<file path="config.mk">
export PLATFORM = sky130hd
export DESIGN_NAME = jtframe_kabuki_keyload
export DESIGN_NICKNAME = d
export VERILOG_FILES = /design/src/rtl/jtframe_kabuki_keyload.sv
export SDC_FILE = /design/constraint.sdc
export NUM_CORES = 1
export LEC_CHECK = 0
export CELL_PAD_IN_SITES_DETAIL_PLACEMENT = 0
export CELL_PAD_IN_SITES_GLOBAL_PLACEMENT = 1
export CORE_ASPECT_RATIO = 0.7
export CORE_MARGIN = 2
export CORE_UTILIZATION = 37
export DETAILED_ROUTE_END_ITERATION = 8
export PLACE_DENSITY_LB_ADDON = 0.1
export SETUP_SLACK_MARGIN = 0.3
export SLEW_MARGIN = 20
export SYNTH_ARGS = -nofsm -noshare
export SYNTH_HDL_FRONTEND = slang
export SYNTH_SLANG_ARGS = --single-unit
</file>
<file path="constraint.sdc">
create_clock -name clk -period 3 [get_ports clk]
set_input_delay 0.45 -clock clk [delete_from_list [all_inputs] [get_ports clk]]
set_output_delay 0.45 -clock clk [all_outputs]
set_load 0.02 [all_outputs]
</file>
<file path="src/rtl/jtframe_kabuki_keyload.sv">
// Kabuki key loader.
// Captures the 11 key bytes from the ROM download stream, in any order and
// with repeats allowed, and replays them to the decoder's key shift register
// in ascending index order once the download has ended. Decryption is only
// enabled after a complete key set has been shifted in.
module jtframe_kabuki_keyload #(
  parameter int             AW       = 25,
  parameter logic [AW-1:0]  KEY_ADDR = '0
) (
  input  logic          rst,
  input  logic          clk,
  input  logic          downloading,
  input  logic [AW-1:0] ioctl_addr,
  input  logic [7:0]    ioctl_dout,
  input  logic          ioctl_wr,
  output logic [7:0]    prog_data,
  output logic          prog_we,
  output logic          en,
  output logic          busy
);

  typedef enum logic [1:0] {IDLE, CAPTURE, REPLAY, DONE} state_t;

  state_t      state_q;
  logic [7:0]  key_q [0:10];
  logic [10:0] valid_q;
  logic [10:0] valid_d;
  logic [3:0]  rcnt_q;
  logic        dl_q;
  logic        fall_q;

  // The extra top bit of the difference is the borrow, so an address below
  // KEY_ADDR can never wrap around into the key window.
  logic [AW:0] diff;
  logic        hit;
  logic [3:0]  widx;
  logic        enter_cap;

  // Key window decode and next value of the valid mask.
  always_comb begin
    diff      = {1'b0, ioctl_addr} - {1'b0, KEY_ADDR};
    hit       = downloading && ioctl_wr && !diff[AW] && (diff[AW-1:0] <= AW'(10));
    widx      = diff[3:0];
    // Every entry into CAPTURE starts a fresh key set; a write in that same
    // cycle still counts.
    enter_cap = downloading && (state_q != CAPTURE);
    valid_d   = enter_cap ? 11'h000 : valid_q;
    if (hit) begin
      valid_d[widx] = 1'b1;
    end
  end

  // Key storage: plain write port, read happens through the registered prog_data.
  always_ff @(posedge clk) begin
    if (hit) begin
      key_q[widx] <= ioctl_dout;
    end
  end

  // Control FSM with registered outputs.
  always_ff @(posedge clk or posedge rst) begin
    if (rst) begin
      state_q   <= IDLE;
      valid_q   <= 11'h000;
      rcnt_q    <= 4'd0;
      dl_q      <= 1'b0;
      fall_q    <= 1'b0;
      prog_data <= 8'h00;
      prog_we   <= 1'b0;
      en        <= 1'b0;
      busy      <= 1'b0;
    end else begin
      dl_q    <= downloading;
      fall_q  <= dl_q & ~downloading;
      valid_q <= valid_d;
      case (state_q)
        IDLE: begin
          if (downloading) begin
            state_q <= CAPTURE;
            prog_we <= 1'b0;
            en      <= 1'b0;
            busy    <= 1'b1;
          end
        end
        CAPTURE: begin
          // Deciding one cycle after the fall lets a last-cycle byte count.
          if (fall_q) begin
            if (valid_q == 11'h7FF) begin
              state_q   <= REPLAY;
              rcnt_q    <= 4'd0;
              prog_data <= key_q[0];
              prog_we   <= 1'b1;
              busy      <= 1'b1;
            end else begin
              // Incomplete key: leave the decoder in plaintext bypass.
              state_q <= IDLE;
              en      <= 1'b0;
              busy    <= 1'b0;
            end
          end
        end
        REPLAY: begin
          if (downloading) begin
            state_q <= CAPTURE;
            prog_we <= 1'b0;
            en      <= 1'b0;
            busy    <= 1'b1;
          end else if (rcnt_q == 4'd10) begin
            state_q <= DONE;
            prog_we <= 1'b0;
            en      <= 1'b1;
            busy    <= 1'b0;
          end else begin
            rcnt_q    <= rcnt_q + 4'd1;
            prog_data <= key_q[rcnt_q + 4'd1];
            prog_we   <= 1'b1;
          end
        end
        DONE: begin
          if (downloading) begin
            state_q <= CAPTURE;
            prog_we <= 1'b0;
            en      <= 1'b0;
            busy    <= 1'b1;
          end
        end
        default: begin
          state_q <= IDLE;
          prog_we <= 1'b0;
          en      <= 1'b0;
          busy    <= 1'b0;
        end
      endcase
    end
  end

endmodule

</file>
### After elaboration in Yosys (flattened, before gate mapping)

Memories as Yosys holds them, arrays and structs flattened.
Index checks and enable logic that the tools add are counted.

* register bits: 30
* bits in latches: 0
* memory bits (writable): 88
* bits in read-only memories: 0
* bits of input ports: 37
* output and inout bits: 11
* word-level logic and storage cells: 80
* memories: 1

Memories
* key_q: depth 11, width 8, rd ports 2, clocked after memory_dff 0, write ports 1, line 25 `logic [7:0] key_q [0:10];`

* add/subtract/negate cells: 1
* multipliers: 0
* divide/modulo/power cells: 0
* magnitude comparators: 3
* equality and inequality tests: 13
* shift-type cells: 0
* mux-type cells: 39
* bitwise logic cells: 3
* reduce and logical (&&, ||, !) cells: 11

Operators by type and width (number)
* 8-bit two-way mux: 4
* 25-bit by 4-bit <= comparator with 1-bit output, second input constant: 1
* 11-bit two-way mux: 2
* 1-bit two-way mux: 17
* 4-bit two-way mux: 4
* 8-bit case mux with 2 select lines: 1
* 11-bit == test, second input constant: 1
* 11-bit bitwise OR: 1
* 2-bit two-way mux: 5
* 2-bit != test, second input constant: 5
* 1-bit case mux with 3 select lines: 3
* 4-bit case mux with 2 select lines: 1
* 2-bit case mux with 3 select lines: 1
* 3-bit AND reduction: 2
* 4-bit by 5-bit less-than comparator with 1-bit output, second input constant: 1
* 5-bit AND reduction: 1
* 4-bit by 1-bit adder with 4-bit output, second input constant: 1
* 1-bit demux with 4-bit select: 1
* 2-bit == test, second input constant: 2
* 4-bit == test, second input constant: 1
* 4-bit by 1-bit >= comparator with 1-bit output, second input constant: 1
* 1-bit logical AND: 4
* 2-bit by 1-bit != test with 1-bit output, second input constant: 2
* 4-bit AND reduction: 1
* other kinds (7): 7

### Depth between registers and ports, before layout

* depth in word-level cells: 6
* depth in mapped cells: 11
* mapped depth without buffers: 6

### Least setup slack after synthesis

Ideal clock, no wire load.

* path kind: reg2reg
* from: register rcnt_q[0]
* to: register prog_data[0]
* setup time: 0.130 ns
* data arrival time: 2.213 ns
* data required time: 2.870 ns
* setup slack: 0.657 ns
* stages on the path, launching flop included: 12
* buffers on the path: 5
* clock period less this slack: 2.343 ns
* path through: dfrtp_1 > buf_6 > buf_12 > buf_12 > inv_1 > ha_1 > clkbuf_1 > buf_2 > mux4_2 > or2_2 > o2111ai_1 > a21oi_1

* word-level cells in the longest chain between the ends: 5
* elaborated cells on any way between the ends: 8
* those cells by class: add/sub: 1; eq/ne: 2; mux: 3; reduce/logical: 1; memory: 1

RTL lines
* start: declaration: line 28 `logic [3:0] rcnt_q;`
* start signal: assignment: line 114 `rcnt_q <= rcnt_q + 4'd1;`
* 4-bit by 1-bit adder with 4-bit output: line 115 `prog_data <= key_q[rcnt_q + 4'd1];`
* memory 11 x 8 bit
* 8-bit two-way mux: line 108 `end else if (rcnt_q == 4'd10) begin`
* 8-bit two-way mux: line 103 `if (downloading) begin`
* 8-bit case mux with 2 select lines: line 76 `case (state_q)`
* end signal: assignment: line 91 `prog_data <= key_q[0];`
* end signal: assignment: line 115
* end: declaration: line 16 `output logic [7:0] prog_data,`

Parallel ways exist; a longest one is shown, timed or not. The select of a mux whose other input is x is not followed.
A chain may end at the register's enable or synchronous reset.

### Final worst setup path

* from: register rcnt_q[0]
* to: register prog_data[6]

Same word-level chain as after synthesis.

==> summary.txt <==
Outcome = complete, no violations
DP Wirelength = 7762 um
Ports = 48
Clock buffer depth = 2
Vias in the first global route = 2909
Number of synthesized flops with an enable pin = 88
Syn avg cell area = 16.52 um^2
Cell Area, Synth = 5205 um^2
Switch Pwr = 1.209 mW
Placed Area = 5914 um^2
Grt ovf = 0
Slew of the pin with the lowest slew margin = 895.6 ps
Crit start category = flip-flop
Cell-internal power = 3.363 mW
Crit path max fanout = 23
DRT iter0 DRCs = 212
Most used DFF post-synth = edfxtp_1
Hold Buf Count CTS = 0
Clock power frac = 0.431
Vias = 2965
Largest net degree at the start of global routing = 31
Ys async rst share = 0.2542
Post-synthesis cell count = 315
Layout Nets = 422
Final Hold Vio Count = 0
Syn. warnings = 0
CP max stage cell = xor2_1
Combinational power share = 0.159
Die ar. = 15050 um^2
R2R Path End = prog_data[6]$_DFFE_PP0P_
Critical Path Sink Type = flip-flop
Initial antenna violation count = 0
H-Tree Depth = 4
# setup viols final = 0
Worst path required time = 3330 ps
Resized Gates After CTS = 0
Post-Syn Nets = 356
Critical path type = reg2reg
Internal reg-to-reg setup slack = 680 ps
Std cell rows = 36
Crit path cell chain = buf_4 -> nand3_2 -> xor2_1 -> o2111ai_1 -> a21oi_1
Yosys cell types = 53
Power Density = 703.5 nW/um^2
Reg2reg path depth = 5
Maximum vdd drop = 0.3641 mV
Initial Util = 0.3764
First-pass GRT wire length = 17930 um
Chip Height = 103.2 um
DRC = 0
Crit path buf inv count = 1
Final Cycle Share = 0.7738
ANT cells = 0
ANT nets after route = 0
Sw Share = 0.2644
Max-cap viol count = 0
CTS tree = built
Design Power = 4.572 mW
Fin crit period = 2321 ps
FMAX = 430.8 MHz
Final wirelength = 11410 um
Fin area = 6499 um^2
Clock-pin slew on the worst setup and hold paths = 60 ps
Slowest stage delay, CP = 750 ps
Clock latency on the worst-skew pair = 410 ps
RSZ-0062 raised after global routing = no
Number of port buffers = 47
Hold crit path type = in2async
Flop pwr share = 0.410
Tot GR Track Use = 0.1649
DR pass1 iterations = 5
Num Clock Sinks = 118
Area growth syn-to-layout = 24.86%
Worst Skew = 7.348 ps
Pleak = 2.275 nW
Fin. max-slew vios = 0
Yosys reg bits = 118
Rel. slew slack = 0.4009
CTS buffer count = 17
CP Launch Point = rcnt_q[0]$_DFFE_PP0P_
Worst r2r src = rcnt_q[0]$_DFFE_PP0P_
Post-CTS Setup Repair Bufs = 0
Layout cells sized above 1 = 0.2056
WP data arrival = 2650 ps
Die W = 145.8 um
Setup TNS = 0 ps
GPL Wtd Cong = 0.7172
Root Buffer = clkbuf_16
Core area = 13830 um^2
Routed len/inst = 19.54 um
Post-synthesis sequential area ratio = 0.6519
Worst path top cell family by delay = XOR/XNOR gates
Drt via density = 5.077
[per-stage QoR]
| step | utilization | worst slack [ps] | instances | hold slack, ps |
|---|---|---|---|---|
| 2_1_floorplan | - | 656.7 | 315 | 438.5 |
| 3_3_place_gp | 0.4277 | 268.6 | 552 | 453.8 |
| 3_5_place_dp | 0.4277 | 250.6 | 552 | 461.3 |
| 4_1_cts | 0.4700 | 679.9 | 584 | 430.0 |
| 5_1_grt | 0.4700 | 510.3 | 584 | 497.1 |
| 6_report | 0.4700 | 678.5 | 584 | 429.3 |
[registers in the layout, indices dropped and copies added (netlist names)]
name and cells:
key_q 88, valid_q 11, prog_data 8, rcnt_q 4, state_q 2, busy 1
dl_q 1, en 1, fall_q 1, prog_we 1
[placed cells by master, fill, tap and decap left out, types with 6 or more instances in the layout]
master,instances
mux4_1,9
nor2b_1,12
a21oi_1,28
nor2_1,10
inv_1,8
edfxtp_1,88
a2111oi_2,7
mux4_2,7
mux2i_1,9
or2_2,7
a22o_1,10
buf_4,15
clkinv_4,6
clkbuf_16,17
dfrtp_1,30
clkdlybuf4s50_1,47
o2111ai_1,8
and2_1,9
[synthesized netlist by cell type (all sizes together), types with 9 or more instances]
master | n | area (um^2)
nor2 | 10 | 37.54
buf | 12 | 107.6
and2 | 9 | 56.30
mux2i | 10 | 112.6
edfxtp | 88 | 2643
a22o | 10 | 87.58
dfrtp | 30 | 750.7
mux4 | 16 | 394.1
nor2b | 12 | 75.07
a21oi | 29 | 148.9
[cells by family after synthesis]
kind of cell / Yosys count / synth area share
compound gates: 73 / 0.1070
flops: 118 / 0.6519
mux: 29 / 0.1038
simple gates: 65 / 0.09399
buf+inv: 23 / 0.02861
fa+ha+maj: 4 / 0.009616
xor+xnor: 3 / 0.005049
[worst reg2reg max path: stages, from the launching register on]
cell and delay, ps:
dfrtp_1 340, buf_4 350, nand3_2 200, xor2_1 750
o2111ai_1 400, a21oi_1 220
[power groups by stage]
stage                     Clock (mW)  Combinational (mW)  Sequential [mW]
after floorplan                    0               0.341             1.98
after global placement             0               0.733             1.90
after detailed placement           0               0.728             1.91
after CTS                       2.01               0.731             1.88
after global routing            2.09               0.790             1.89
final                           1.97               0.727             1.88
[worst max path at each step]
| stage | endpoint | slack, ps | cells past startpoint |
|---|---|---|---|
| 2_1_floorplan | prog_data[0]$_DFFE_PP0P_ | 660 | 11 |
| 3_3_place_gp | key_q[7][7]$_DFFE_PP_ | 270 | 5 |
| 3_5_place_dp | key_q[7][4]$_DFFE_PP_ | 250 | 5 |
| 4_1_cts | key_q[7][5]$_DFFE_PP_ | 680 | 5 |
| 5_1_grt | key_q[5][5]$_DFFE_PP_ | 510 | 5 |
| 6_report | prog_data[6]$_DFFE_PP0P_ | 680 | 5 |
[routing by layer]
layer	track usage	wire length (um)	up-vias
li1	-	-	1404
met3	0.05132	700	7
met2	0.2043	4428	85
met1	0.2636	6205	1469
met5	0	0	-
met4	0.05882	80	0
[layout make-up]
| cell class | count | area [um^2] |
|---|---|---|
| inverters | 8 | 30.03 |
| multi-input cells | 174 | 1670 |
| clock buffers | 17 | 425.4 |
| clock inverters | 15 | 158.9 |
| repair buffers | 62 | 583.1 |
| well taps | 190 | 237.7 |
| flip-flops and latches | 118 | 3393 |
| fillers | 1196 | 7330 |
No activity file was read; power rests on OpenSTA's default activity.
